<file path="src/rtl/hazard_ctrl_pkg.sv">
// Shared pipeline encodings for the hazard controller: result-source codes,
// forwarding selects and controller FSM states.
package pipeline_pkg;

  localparam int REG_AW = 5;

  localparam logic [1:0] RESULT_ALU = 2'b00;
  localparam logic [1:0] RESULT_MEM = 2'b01;
  localparam logic [1:0] RESULT_PC4 = 2'b10;
  localparam logic [1:0] RESULT_IMM = 2'b11;

  typedef enum logic [1:0] {
    FWD_RF = 2'b00,
    FWD_W  = 2'b01,
    FWD_M  = 2'b10
  } fwd_sel_t;

  typedef enum logic [1:0] {
    RUN      = 2'b00,
    MEM_WAIT = 2'b01,
    ERR      = 2'b10
  } hz_state_t;

  // A later stage can supply rs only if it writes a real register (x0 never forwards).
  function automatic logic reg_match(input logic we,
                                     input logic [REG_AW-1:0] rd,
                                     input logic [REG_AW-1:0] rs);
    return we && (rd != '0) && (rd == rs);
  endfunction

endpackage

</file>
<file path="src/rtl/hazard_ctrl_if.sv">
// Pipeline <-> hazard controller signal bundle. The pipeline (master) supplies
// register/control fields; the controller (slave) returns stalls, flushes and selects.
interface hazard_ctrl_if;
  import pipeline_pkg::*;

  logic [REG_AW-1:0] Rs1D;
  logic [REG_AW-1:0] Rs2D;
  logic [REG_AW-1:0] Rs1E;
  logic [REG_AW-1:0] Rs2E;
  logic [REG_AW-1:0] RdE;
  logic              RegWriteE;
  logic [1:0]        ResultSrcE;
  logic              PCSrcE;
  logic [REG_AW-1:0] RdM;
  logic              RegWriteM;
  logic [REG_AW-1:0] RdW;
  logic              RegWriteW;
  logic              MemReqM;
  logic              MemReadyM;

  logic              StallF;
  logic              StallD;
  logic              StallE;
  logic              StallM;
  logic              FlushD;
  logic              FlushE;
  fwd_sel_t          ForwardAE;
  fwd_sel_t          ForwardBE;
  logic              MemErr;
  logic [31:0]       StallCount;

  modport master (
    output Rs1D, Rs2D, Rs1E, Rs2E, RdE, RegWriteE, ResultSrcE, PCSrcE,
           RdM, RegWriteM, RdW, RegWriteW, MemReqM, MemReadyM,
    input  StallF, StallD, StallE, StallM, FlushD, FlushE,
           ForwardAE, ForwardBE, MemErr, StallCount
  );

  modport slave (
    input  Rs1D, Rs2D, Rs1E, Rs2E, RdE, RegWriteE, ResultSrcE, PCSrcE,
           RdM, RegWriteM, RdW, RegWriteW, MemReqM, MemReadyM,
    output StallF, StallD, StallE, StallM, FlushD, FlushE,
           ForwardAE, ForwardBE, MemErr, StallCount
  );

endinterface

</file>
<file path="src/rtl/hazard_ctrl_forward.sv">
// E-stage operand forwarding selects for both ALU operands; M has priority
// over W because it holds the younger result.
module forward_unit
  import pipeline_pkg::*;
(
  input  logic [1:0][REG_AW-1:0] rs_e,
  input  logic [REG_AW-1:0]      rd_m,
  input  logic                   reg_write_m,
  input  logic [REG_AW-1:0]      rd_w,
  input  logic                   reg_write_w,
  output fwd_sel_t [1:0]         fwd_sel
);

  genvar gi;
  generate
    for (gi = 0; gi < 2; gi++) begin : g_operand
      assign fwd_sel[gi] = reg_match(reg_write_m, rd_m, rs_e[gi]) ? FWD_M :
                           reg_match(reg_write_w, rd_w, rs_e[gi]) ? FWD_W :
                                                                    FWD_RF;
    end
  endgenerate

endmodule

</file>
<file path="src/rtl/hazard_ctrl.sv">
// Pipeline hazard controller: memory-wait FSM with timeout, stall/flush priority
// (memstall > redirect > load-use) and a saturating stall-cycle counter.
module hazard_ctrl
  import pipeline_pkg::*;
#(
  parameter int MEM_TIMEOUT = 16
)
(
  input logic         clk,
  input logic         rst,
  hazard_ctrl_if.slave hz
);

  localparam int              WCW       = $clog2(MEM_TIMEOUT + 1);
  localparam logic [WCW-1:0]  WAIT_LAST = WCW'(MEM_TIMEOUT - 1);

  hz_state_t      state_reg;
  logic [WCW-1:0] wait_cnt_reg;
  logic [31:0]    stall_cnt_reg;

  logic memstall;
  logic redirect;
  logic loaduse;
  logic stall_f;
  logic stall_d;
  logic stall_e;
  logic stall_m;
  logic flush_d;
  logic flush_e;

  logic [1:0][REG_AW-1:0] rs_e;
  fwd_sel_t [1:0]         fwd_sel;

  assign rs_e[0] = hz.Rs1E;
  assign rs_e[1] = hz.Rs2E;

  forward_unit u_forward (
    .rs_e        (rs_e),
    .rd_m        (hz.RdM),
    .reg_write_m (hz.RegWriteM),
    .rd_w        (hz.RdW),
    .reg_write_w (hz.RegWriteW),
    .fwd_sel     (fwd_sel)
  );

  assign hz.ForwardAE = fwd_sel[0];
  assign hz.ForwardBE = fwd_sel[1];

  // Once waiting, only MemReadyM releases the stall; MemReqM is not re-checked.
  always_comb begin
    memstall = 1'b0;
    case (state_reg)
      RUN:      memstall = hz.MemReqM && !hz.MemReadyM;
      MEM_WAIT: memstall = !hz.MemReadyM;
      ERR:      memstall = 1'b1;
      default:  memstall = 1'b0;
    endcase
  end

  assign redirect = hz.PCSrcE && !memstall;
  assign loaduse  = hz.RegWriteE && (hz.ResultSrcE == RESULT_MEM) && (hz.RdE != '0) &&
                    ((hz.RdE == hz.Rs1D) || (hz.RdE == hz.Rs2D));

  always_comb begin
    stall_f = 1'b0;
    stall_d = 1'b0;
    stall_e = 1'b0;
    stall_m = 1'b0;
    flush_d = 1'b0;
    flush_e = 1'b0;
    if (rst) begin
      flush_d = 1'b1;
      flush_e = 1'b1;
    end else if (memstall) begin
      stall_f = 1'b1;
      stall_d = 1'b1;
      stall_e = 1'b1;
      stall_m = 1'b1;
    end else if (redirect) begin
      flush_d = 1'b1;
      flush_e = 1'b1;
    end else if (loaduse) begin
      // Hold F/D and inject a bubble into E so the load reaches M first.
      stall_f = 1'b1;
      stall_d = 1'b1;
      flush_e = 1'b1;
    end
  end

  assign hz.StallF     = stall_f;
  assign hz.StallD     = stall_d;
  assign hz.StallE     = stall_e;
  assign hz.StallM     = stall_m;
  assign hz.FlushD     = flush_d;
  assign hz.FlushE     = flush_e;
  assign hz.MemErr     = (state_reg == ERR);
  assign hz.StallCount = stall_cnt_reg;

  always_ff @(posedge clk) begin
    if (rst) begin
      state_reg     <= RUN;
      wait_cnt_reg  <= '0;
      stall_cnt_reg <= '0;
    end else begin
      if (stall_f && (stall_cnt_reg != 32'hFFFF_FFFF)) begin
        stall_cnt_reg <= stall_cnt_reg + 32'd1;
      end
      case (state_reg)
        RUN, MEM_WAIT: begin
          if (memstall) begin
            wait_cnt_reg <= wait_cnt_reg + 1'b1;
            state_reg    <= (wait_cnt_reg == WAIT_LAST) ? ERR : MEM_WAIT;
          end else begin
            wait_cnt_reg <= '0;
            state_reg    <= RUN;
          end
        end
        ERR:     state_reg <= ERR;
        default: state_reg <= RUN;
      endcase
    end
  end

endmodule

</file>
<file path="src/flat_wrapper.sv">
// flat-port wrapper written by rule: the top's interface ports become plain ports
module hazard_ctrl_flat import pipeline_pkg::*;
#(
  parameter int MEM_TIMEOUT = 16
)
  (clk, rst, hz_Rs1D, hz_Rs2D, hz_Rs1E, hz_Rs2E, hz_RdE, hz_RegWriteE, hz_ResultSrcE, hz_PCSrcE, hz_RdM, hz_RegWriteM, hz_RdW, hz_RegWriteW, hz_MemReqM, hz_MemReadyM, hz_StallF, hz_StallD, hz_StallE, hz_StallM, hz_FlushD, hz_FlushE, hz_ForwardAE, hz_ForwardBE, hz_MemErr, hz_StallCount);
  hazard_ctrl_if hz_i ();
  input logic clk;
  input logic rst;
  input wire logic [$bits(hz_i.Rs1D)-1:0] hz_Rs1D;
  input wire logic [$bits(hz_i.Rs2D)-1:0] hz_Rs2D;
  input wire logic [$bits(hz_i.Rs1E)-1:0] hz_Rs1E;
  input wire logic [$bits(hz_i.Rs2E)-1:0] hz_Rs2E;
  input wire logic [$bits(hz_i.RdE)-1:0] hz_RdE;
  input wire logic [$bits(hz_i.RegWriteE)-1:0] hz_RegWriteE;
  input wire logic [$bits(hz_i.ResultSrcE)-1:0] hz_ResultSrcE;
  input wire logic [$bits(hz_i.PCSrcE)-1:0] hz_PCSrcE;
  input wire logic [$bits(hz_i.RdM)-1:0] hz_RdM;
  input wire logic [$bits(hz_i.RegWriteM)-1:0] hz_RegWriteM;
  input wire logic [$bits(hz_i.RdW)-1:0] hz_RdW;
  input wire logic [$bits(hz_i.RegWriteW)-1:0] hz_RegWriteW;
  input wire logic [$bits(hz_i.MemReqM)-1:0] hz_MemReqM;
  input wire logic [$bits(hz_i.MemReadyM)-1:0] hz_MemReadyM;
  output wire logic [$bits(hz_i.StallF)-1:0] hz_StallF;
  output wire logic [$bits(hz_i.StallD)-1:0] hz_StallD;
  output wire logic [$bits(hz_i.StallE)-1:0] hz_StallE;
  output wire logic [$bits(hz_i.StallM)-1:0] hz_StallM;
  output wire logic [$bits(hz_i.FlushD)-1:0] hz_FlushD;
  output wire logic [$bits(hz_i.FlushE)-1:0] hz_FlushE;
  output wire logic [$bits(hz_i.ForwardAE)-1:0] hz_ForwardAE;
  output wire logic [$bits(hz_i.ForwardBE)-1:0] hz_ForwardBE;
  output wire logic [$bits(hz_i.MemErr)-1:0] hz_MemErr;
  output wire logic [$bits(hz_i.StallCount)-1:0] hz_StallCount;
  assign hz_i.Rs1D = hz_Rs1D;
  assign hz_i.Rs2D = hz_Rs2D;
  assign hz_i.Rs1E = hz_Rs1E;
  assign hz_i.Rs2E = hz_Rs2E;
  assign hz_i.RdE = hz_RdE;
  assign hz_i.RegWriteE = hz_RegWriteE;
  assign hz_i.ResultSrcE = hz_ResultSrcE;
  assign hz_i.PCSrcE = hz_PCSrcE;
  assign hz_i.RdM = hz_RdM;
  assign hz_i.RegWriteM = hz_RegWriteM;
  assign hz_i.RdW = hz_RdW;
  assign hz_i.RegWriteW = hz_RegWriteW;
  assign hz_i.MemReqM = hz_MemReqM;
  assign hz_i.MemReadyM = hz_MemReadyM;
  assign hz_StallF = hz_i.StallF;
  assign hz_StallD = hz_i.StallD;
  assign hz_StallE = hz_i.StallE;
  assign hz_StallM = hz_i.StallM;
  assign hz_FlushD = hz_i.FlushD;
  assign hz_FlushE = hz_i.FlushE;
  assign hz_ForwardAE = hz_i.ForwardAE;
  assign hz_ForwardBE = hz_i.ForwardBE;
  assign hz_MemErr = hz_i.MemErr;
  assign hz_StallCount = hz_i.StallCount;
  hazard_ctrl #(.MEM_TIMEOUT(MEM_TIMEOUT)) u_core (.clk(clk), .rst(rst), .hz(hz_i));
endmodule
</file>
<file path="config.mk">
export PLATFORM = sky130hd
export DESIGN_NAME = hazard_ctrl_flat
export DESIGN_NICKNAME = d
export VERILOG_FILES = /design/src/rtl/hazard_ctrl_pkg.sv /design/src/rtl/hazard_ctrl_if.sv /design/src/rtl/hazard_ctrl_forward.sv /design/src/rtl/hazard_ctrl.sv /design/src/flat_wrapper.sv
export SDC_FILE = /design/constraint.sdc
export NUM_CORES = 1
export LEC_CHECK = 0
export CAP_MARGIN = 5
export CORE_UTILIZATION = 49
export DETAILED_ROUTE_END_ITERATION = 16
export GPL_ROUTABILITY_DRIVEN = 0
export HOLD_SLACK_MARGIN = 0.12
export PLACE_DENSITY = 0.82
export SLEW_MARGIN = 25
export SYNTH_ARGS = -nofsm -noshare
export SYNTH_HDL_FRONTEND = slang
export SYNTH_SLANG_ARGS = --single-unit
</file>
<file path="constraint.sdc">
create_clock -name clk -period 3.48 [get_ports clk]
set_clock_uncertainty 0.15 [all_clocks]
set_input_delay 0.696 -clock clk [delete_from_list [all_inputs] [get_ports clk]]
set_output_delay 0.696 -clock clk [all_outputs]
set_load 0.02 [all_outputs]
</file>
# [Yosys cells after proc, flatten, opt, wreduce, memory -nomap -nowiden]
# Index checks and enable logic that the tools add are counted.
# W data, S select, Z words.
[word_totals] ff_bits=39 input_bits=45
[op_classes] n_reduce_logical=20 n_eq_ne=11 n_addsub=2 n_mux=21
[op_table] op="$add A32 B1 Y32 const B" count=1
[op_table] op="$ne A32 B32 Y1 const B" count=1
[op_table] op="$eq A5 B5 Y1" count=6
[op_table] op="$reduce_bool A5 Y1" count=3
[op_table] op="$mux W1" count=14
[op_table] op="$logic_and A1 B1 Y1" count=12
[op_table] op="$mux W2" count=4
[op_table] op="$add A5 B1 Y5 const B" count=1
[op_table] op="$eq A5 B4 Y1 const B" count=1
[op_table] op="$mux W5" count=1
[op_table] op="$eq A2 B1 Y1 const B" count=2
[op_table] op="$pmux W2 S2" count=1
[op_table] op="$pmux W1 S3" count=1
[op_table] op="$eq A2 B2 Y1 const B" count=1
[op_table] op="$logic_not A1 Y1" count=2
[op_table] op="$logic_not A2 Y1" count=1
[op_table] op="$reduce_or A2 Y1" count=1
[op_table] op="$logic_or A1 B1 Y1" count=1

# [Depth between registers and ports, before layout]
[logic_depth] word_depth=9 depth_mapped=9

# [Cells and area by module]
# Synthesis repeated with hierarchy kept, for this count alone.
[unflattened] hier_cells=289 hier_area_um2=2441.1
[by_module_without_submodules] module="hazard_ctrl" cells_per_inst=255 area_each_um2=2170.8 instances=1 seq_area_each_um2=780.7
[by_module_without_submodules] module="forward_unit" cells_per_inst=34 area_each_um2=270.3 instances=1 seq_area_each_um2=0.0

# [Worst setup path before layout]
# OpenSTA, ideal clock, no wires.
[synth_path] kind="input port to output port" from="input hz_RdM[1]" to="output hz_ForwardAE[0]" t_required_ns=2.634 slack_ns=0.321 arrival_time_ns=2.313 cell_stages=4 cell_sequence="or4_1 > o21ai_0 > nor4_1 > nor4_1"
[synth_between] elab_chain_len=4
[synth_lines] element="from (decl)" line_no="flat_wrapper.sv:18" text="input wire logic [$bits(hz_i.RdM)-1:0] hz_RdM;"
[synth_lines] element="$reduce_bool A5 Y1" line_no="hazard_ctrl_pkg.sv:28" text="return we && (rd != '0) && (rd == rs);"
[synth_lines] element="$logic_and A1 B1 Y1" line_no="hazard_ctrl_pkg.sv:28"
[synth_lines] element="$logic_and A1 B1 Y1 *" line_no="hazard_ctrl_pkg.sv:28"
[synth_lines] element="$mux W2 *" line_no="hazard_ctrl_forward.sv:17" text="assign fwd_sel[gi] = reg_match(reg_write_m, rd_m, rs_e[gi]) ? FWD_M :"
[synth_lines] element="to (decl)" line_no="flat_wrapper.sv:30" text="output wire logic [$bits(hz_i.ForwardAE)-1:0] hz_ForwardAE;"
# Every way passes the cells marked *; elsewhere a longest branch is shown, timed or not.

# [Worst setup path in the final report]
[layout_path] from="input hz_RdM[1]" to="output hz_ForwardBE[0]"
[layout_between] elab_chain_len=4
[layout_lines] element="$reduce_bool A5 Y1" line_no="hazard_ctrl_pkg.sv:28"
[layout_lines] element="$logic_and A1 B1 Y1" line_no="hazard_ctrl_pkg.sv:28"
[layout_lines] element="$logic_and A1 B1 Y1 *" line_no="hazard_ctrl_pkg.sv:28"
[layout_lines] element="$mux W2 *" line_no="hazard_ctrl_forward.sv:17"
[layout_lines] element="to (decl)" line_no="flat_wrapper.sv:31" text="output wire logic [$bits(hz_i.ForwardBE)-1:0] hz_ForwardBE;"
# Marked as above.

==> impl_metrics.csv <==
group,metric,value,unit
final_layout,largest_register_ffs,32,
drt,drt_wl_total,6460,um
clock_tree,clock-sinks,39,
drt,wire_per_inst,14.1,um
final_layout,final_core_util,75.2,%
clock_tree,cts-htree-levels,2,
grt,grt_pass1_wl,10500,um
die,dieWidth,73.1,um
yosys,netlist_area,0.00247,sq mm
worst_setup_path,cell_with_the_largest_stage_delay_on_the_worst_path,"or4_1",
drt,route.vias.total,2572,
die,io_pins,88,
final_layout,fraction_of_layout_cells_with_a_size_suffix_above_1,11.2,%
grt,grt.total_usage,24.9,%
yosys,ys.flop_type,"dfxtp_1",
timing,top_achievable_clock_speed,299,MHz
worst_setup_path,critical_path_cell_sequence,"clkdlybuf4s50_1 > or4_1 > o21ai_2 > nor4_1 > nor4_1 > buf_2",
job,drv_cap,0,
placed_design,io_buffer_count,87,
yosys,synth_enable_flop_cells,0,
die,num_rows,25,
die,start_util,51.7,%
power,power-per-cell-area,277,mW/mm^2
yosys,seq_area_frac_synth,31.5,%
power,power.leakage,1.28,nW
worst_setup_path,ff2ff_setup_slack,1.13,ns
final_layout,area.growth.synth_to_final,45.5,%
placed_design,dp_cells,451,
drt,drt_drc_violations_left,0,
timing,setup_tns,0,ns
worst_setup_path,critPathRequiredTime,2.63,ns
die,die_h,73.1,um
yosys,post_synth_inst_count,295,
worst_setup_path,worst_path_largest_cell_delay,0.55,ns
worst_setup_path,cp_data_arrival_time,2.49,ns
clock_tree,cts_tree,"done",
die,total_die_area,0.00534,sq mm
die,core-area,0.00479,sq mm
drt,first_iter_violations,103,
drt,vias_per_instance,5.60,
clock_tree,insertion_delay,0.30,ns
worst_setup_path,timing.critical_path.to_type,"output pin",
drt,antenna_left,0,
worst_setup_path,critPathMaxFanout,2,
yosys,yosysWarnings,0,
run_status,status,"finished clean",
grt,sum_of_overflow_across_all_layers_after_global_routing,0,
timing,hold_viol,0,
power,fin_total_pwr,0.996,mW
clock_tree,clkTransAtPathRegs,0.08,ns
grt,grt_pass1_vias,2382,
power,worst_ir_drop_vdd,0.196,mV
timing,final-max-slew-violation-count,0,
clock_tree,cts.path.max_buffers,2,
timing,max-slew-margin-rel,66.3,%
timing,layout_min_cycle_time,3.34,ns
yosys,synthDistinctLibCells,51,
drt,firstDrtPassIters,4,
timing,final_cycle_share,96.0,%
yosys,synthArstFlopShare,0,%
timing,unrepaired_setup_endpoints_after_global_routing,"no",
final_layout,diodes,0,
yosys,synth_area_per_cell,8.39,sq um
worst_setup_path,startpoint_type,"primary input",
timing,tightest_slew,0.506,ns
final_layout,nNetsFinal,439,
worst_setup_path,worstSetupPathType,"primary input to output pin",
worst_setup_path,cpMostUsedCell,"nor4_1",
clock_tree,clock_tree.root_cell,"clkbuf_8",
final_layout,instances_no_fill,459,
yosys,post_synthesis_register_bit_count,39,
yosys,mappedNetlistNets,343,
hold_path,worstHoldPathType,"flip-flop to flip-flop",
placed_design,dp.final_hpwl,4970,um
clock_tree,cts_inserted_buffers,5,
grt,grt_max_degree,56,
timing,setup_viol,0,
clock_tree,hold_buffers,0,
grt,grt_antenna_before_repair,0,
worst paths after layout:
check,cells after the start,to,start
setup / recovery,6,hz_ForwardBE[0],hz_RdM[1]
hold / removal,2,u_core.wait_cnt_reg[3],u_core.wait_cnt_reg[3]
setup reg to reg,6,u_core.hz.StallCount[3],u_core.hz.StallCount[11]
hold reg to reg,2,u_core.wait_cnt_reg[3],u_core.wait_cnt_reg[3]
cell usage in the layout (no fill, tap or decap), types with 2 or more instances in the layout:
cell             count
or3_1                8
xor2_1              14
xnor2_1             16
nand2b_1             2
and2_1               2
clkbuf_8             5
o21ai_2              2
nor4_1               4
nand2_1             19
nor2_1              16
and4_1               3
nor2b_1              4
inv_1                8
o41ai_1              4
clkdlybuf4s50_1     80
mux2_2               2
a21oi_1             27
dlymetal6s2s_1       4
nand3_1             20
mux2i_1              3
or4_1               19
ha_1                 3
nor3_1               2
dfxtp_1             39
o31ai_1             14
buf_4               17
nand4_1              9
o21ai_0             10
o311ai_0             5
and3_1               3
per-stage QoR:
stage / instance area, sq um / hold WS [ns] / setup WS (ns)
finish: 3600 / 0.339 / 0.141
global route: 3600 / 0.368 / 0.0688
CTS: 3600 / 0.340 / 0.00117
detailed placement: 3480 / 0.328 / -0.355
global placement: 3480 / 0.316 / -0.254
floorplan: 2470 / 0.304 / 0.321
critical path: cells and delay by family:
family                 cells  cell delay, ns
AOI/OAI and AO/OA          1            0.18
and+or+nand+nor            3            0.95
buffers and inverters      2            0.65
Yosys cell counts (2+ instances only):
| cell type | instances | area share [%] |
|---|---|---|
| dfxtp_1 | 39 | 32 |
| buf_2 | 2 | 0.40 |
| a21oi_1 | 27 | 5.5 |
| and4_1 | 3 | 1.1 |
| nor3_1 | 2 | 0.40 |
| buf_6 | 3 | 1.4 |
| nand2_1 | 19 | 2.9 |
| mux2i_1 | 3 | 1.2 |
| nand2b_1 | 2 | 0.51 |
| xnor2_1 | 16 | 5.7 |
| o41ai_1 | 4 | 1.4 |
| nor4_1 | 5 | 1.3 |
| and2_1 | 2 | 0.51 |
| o21ai_0 | 11 | 2.2 |
| clkbuf_1 | 7 | 1.1 |
| inv_1 | 8 | 1.2 |
| o31ai_1 | 14 | 4.2 |
| mux2_2 | 2 | 0.91 |
| nor2b_1 | 4 | 1.0 |
| xor2_1 | 14 | 5.0 |
| nand3_1 | 20 | 4.0 |
| nor2_1 | 16 | 2.4 |
| or4_1 | 19 | 5.8 |
| ha_1 | 3 | 1.5 |
| nand4_1 | 9 | 2.3 |
| or3_1 | 8 | 2.0 |
| and3_1 | 3 | 0.76 |
| buf_4 | 3 | 0.91 |
| o311ai_0 | 5 | 1.8 |
where the power goes:
part	leakage [nW]	internal, mW	switching, mW
Clock	0.0581	0.214	0.169
Combinational	0.908	0.0914	0.0715
Sequential	0.314	0.448	0.00247
layout make-up:
type | count | area, sq um
clock buffer | 5 | 68.8
timing repair buffer | 104 | 997
clock inverter | 3 | 43.8
multi-input combinational | 232 | 1590
fill | 360 | 1180
inverter | 9 | 33.8
sequential | 39 | 781
tap | 67 | 83.8
per-layer routing:
layer	global-route usage (%)	wire length (um)	vias to the layer above	share of wire [%]
met1	29.7	2720	1191	42
li1	-	-	1302	-
met5	0	0	-	0
met3	6.77	362	7	5.6
met2	43.6	3300	72	51
met4	6.97	65	0	1.0
cell families after synthesis:
kind of cell               count (synthesis)  share of synthesized area, %
DFF                                       39                          31.5
muxes                                      5                          2.12
adders and majority gates                  3                          1.52
xor gates and xnor gates                  30                          10.6
buffers and inverters                     24                          5.11
and+or+nand+nor                          123                          29.9
AOI/OAI and AO/OA                         71                          19.2
what timing repair did:
item	CTS	global route
resized for setup	8	9
cloned	0	0
endpoints found under the setup margin	4	6
setup buffers	0	0
Power figures use the tool's default switching activity.
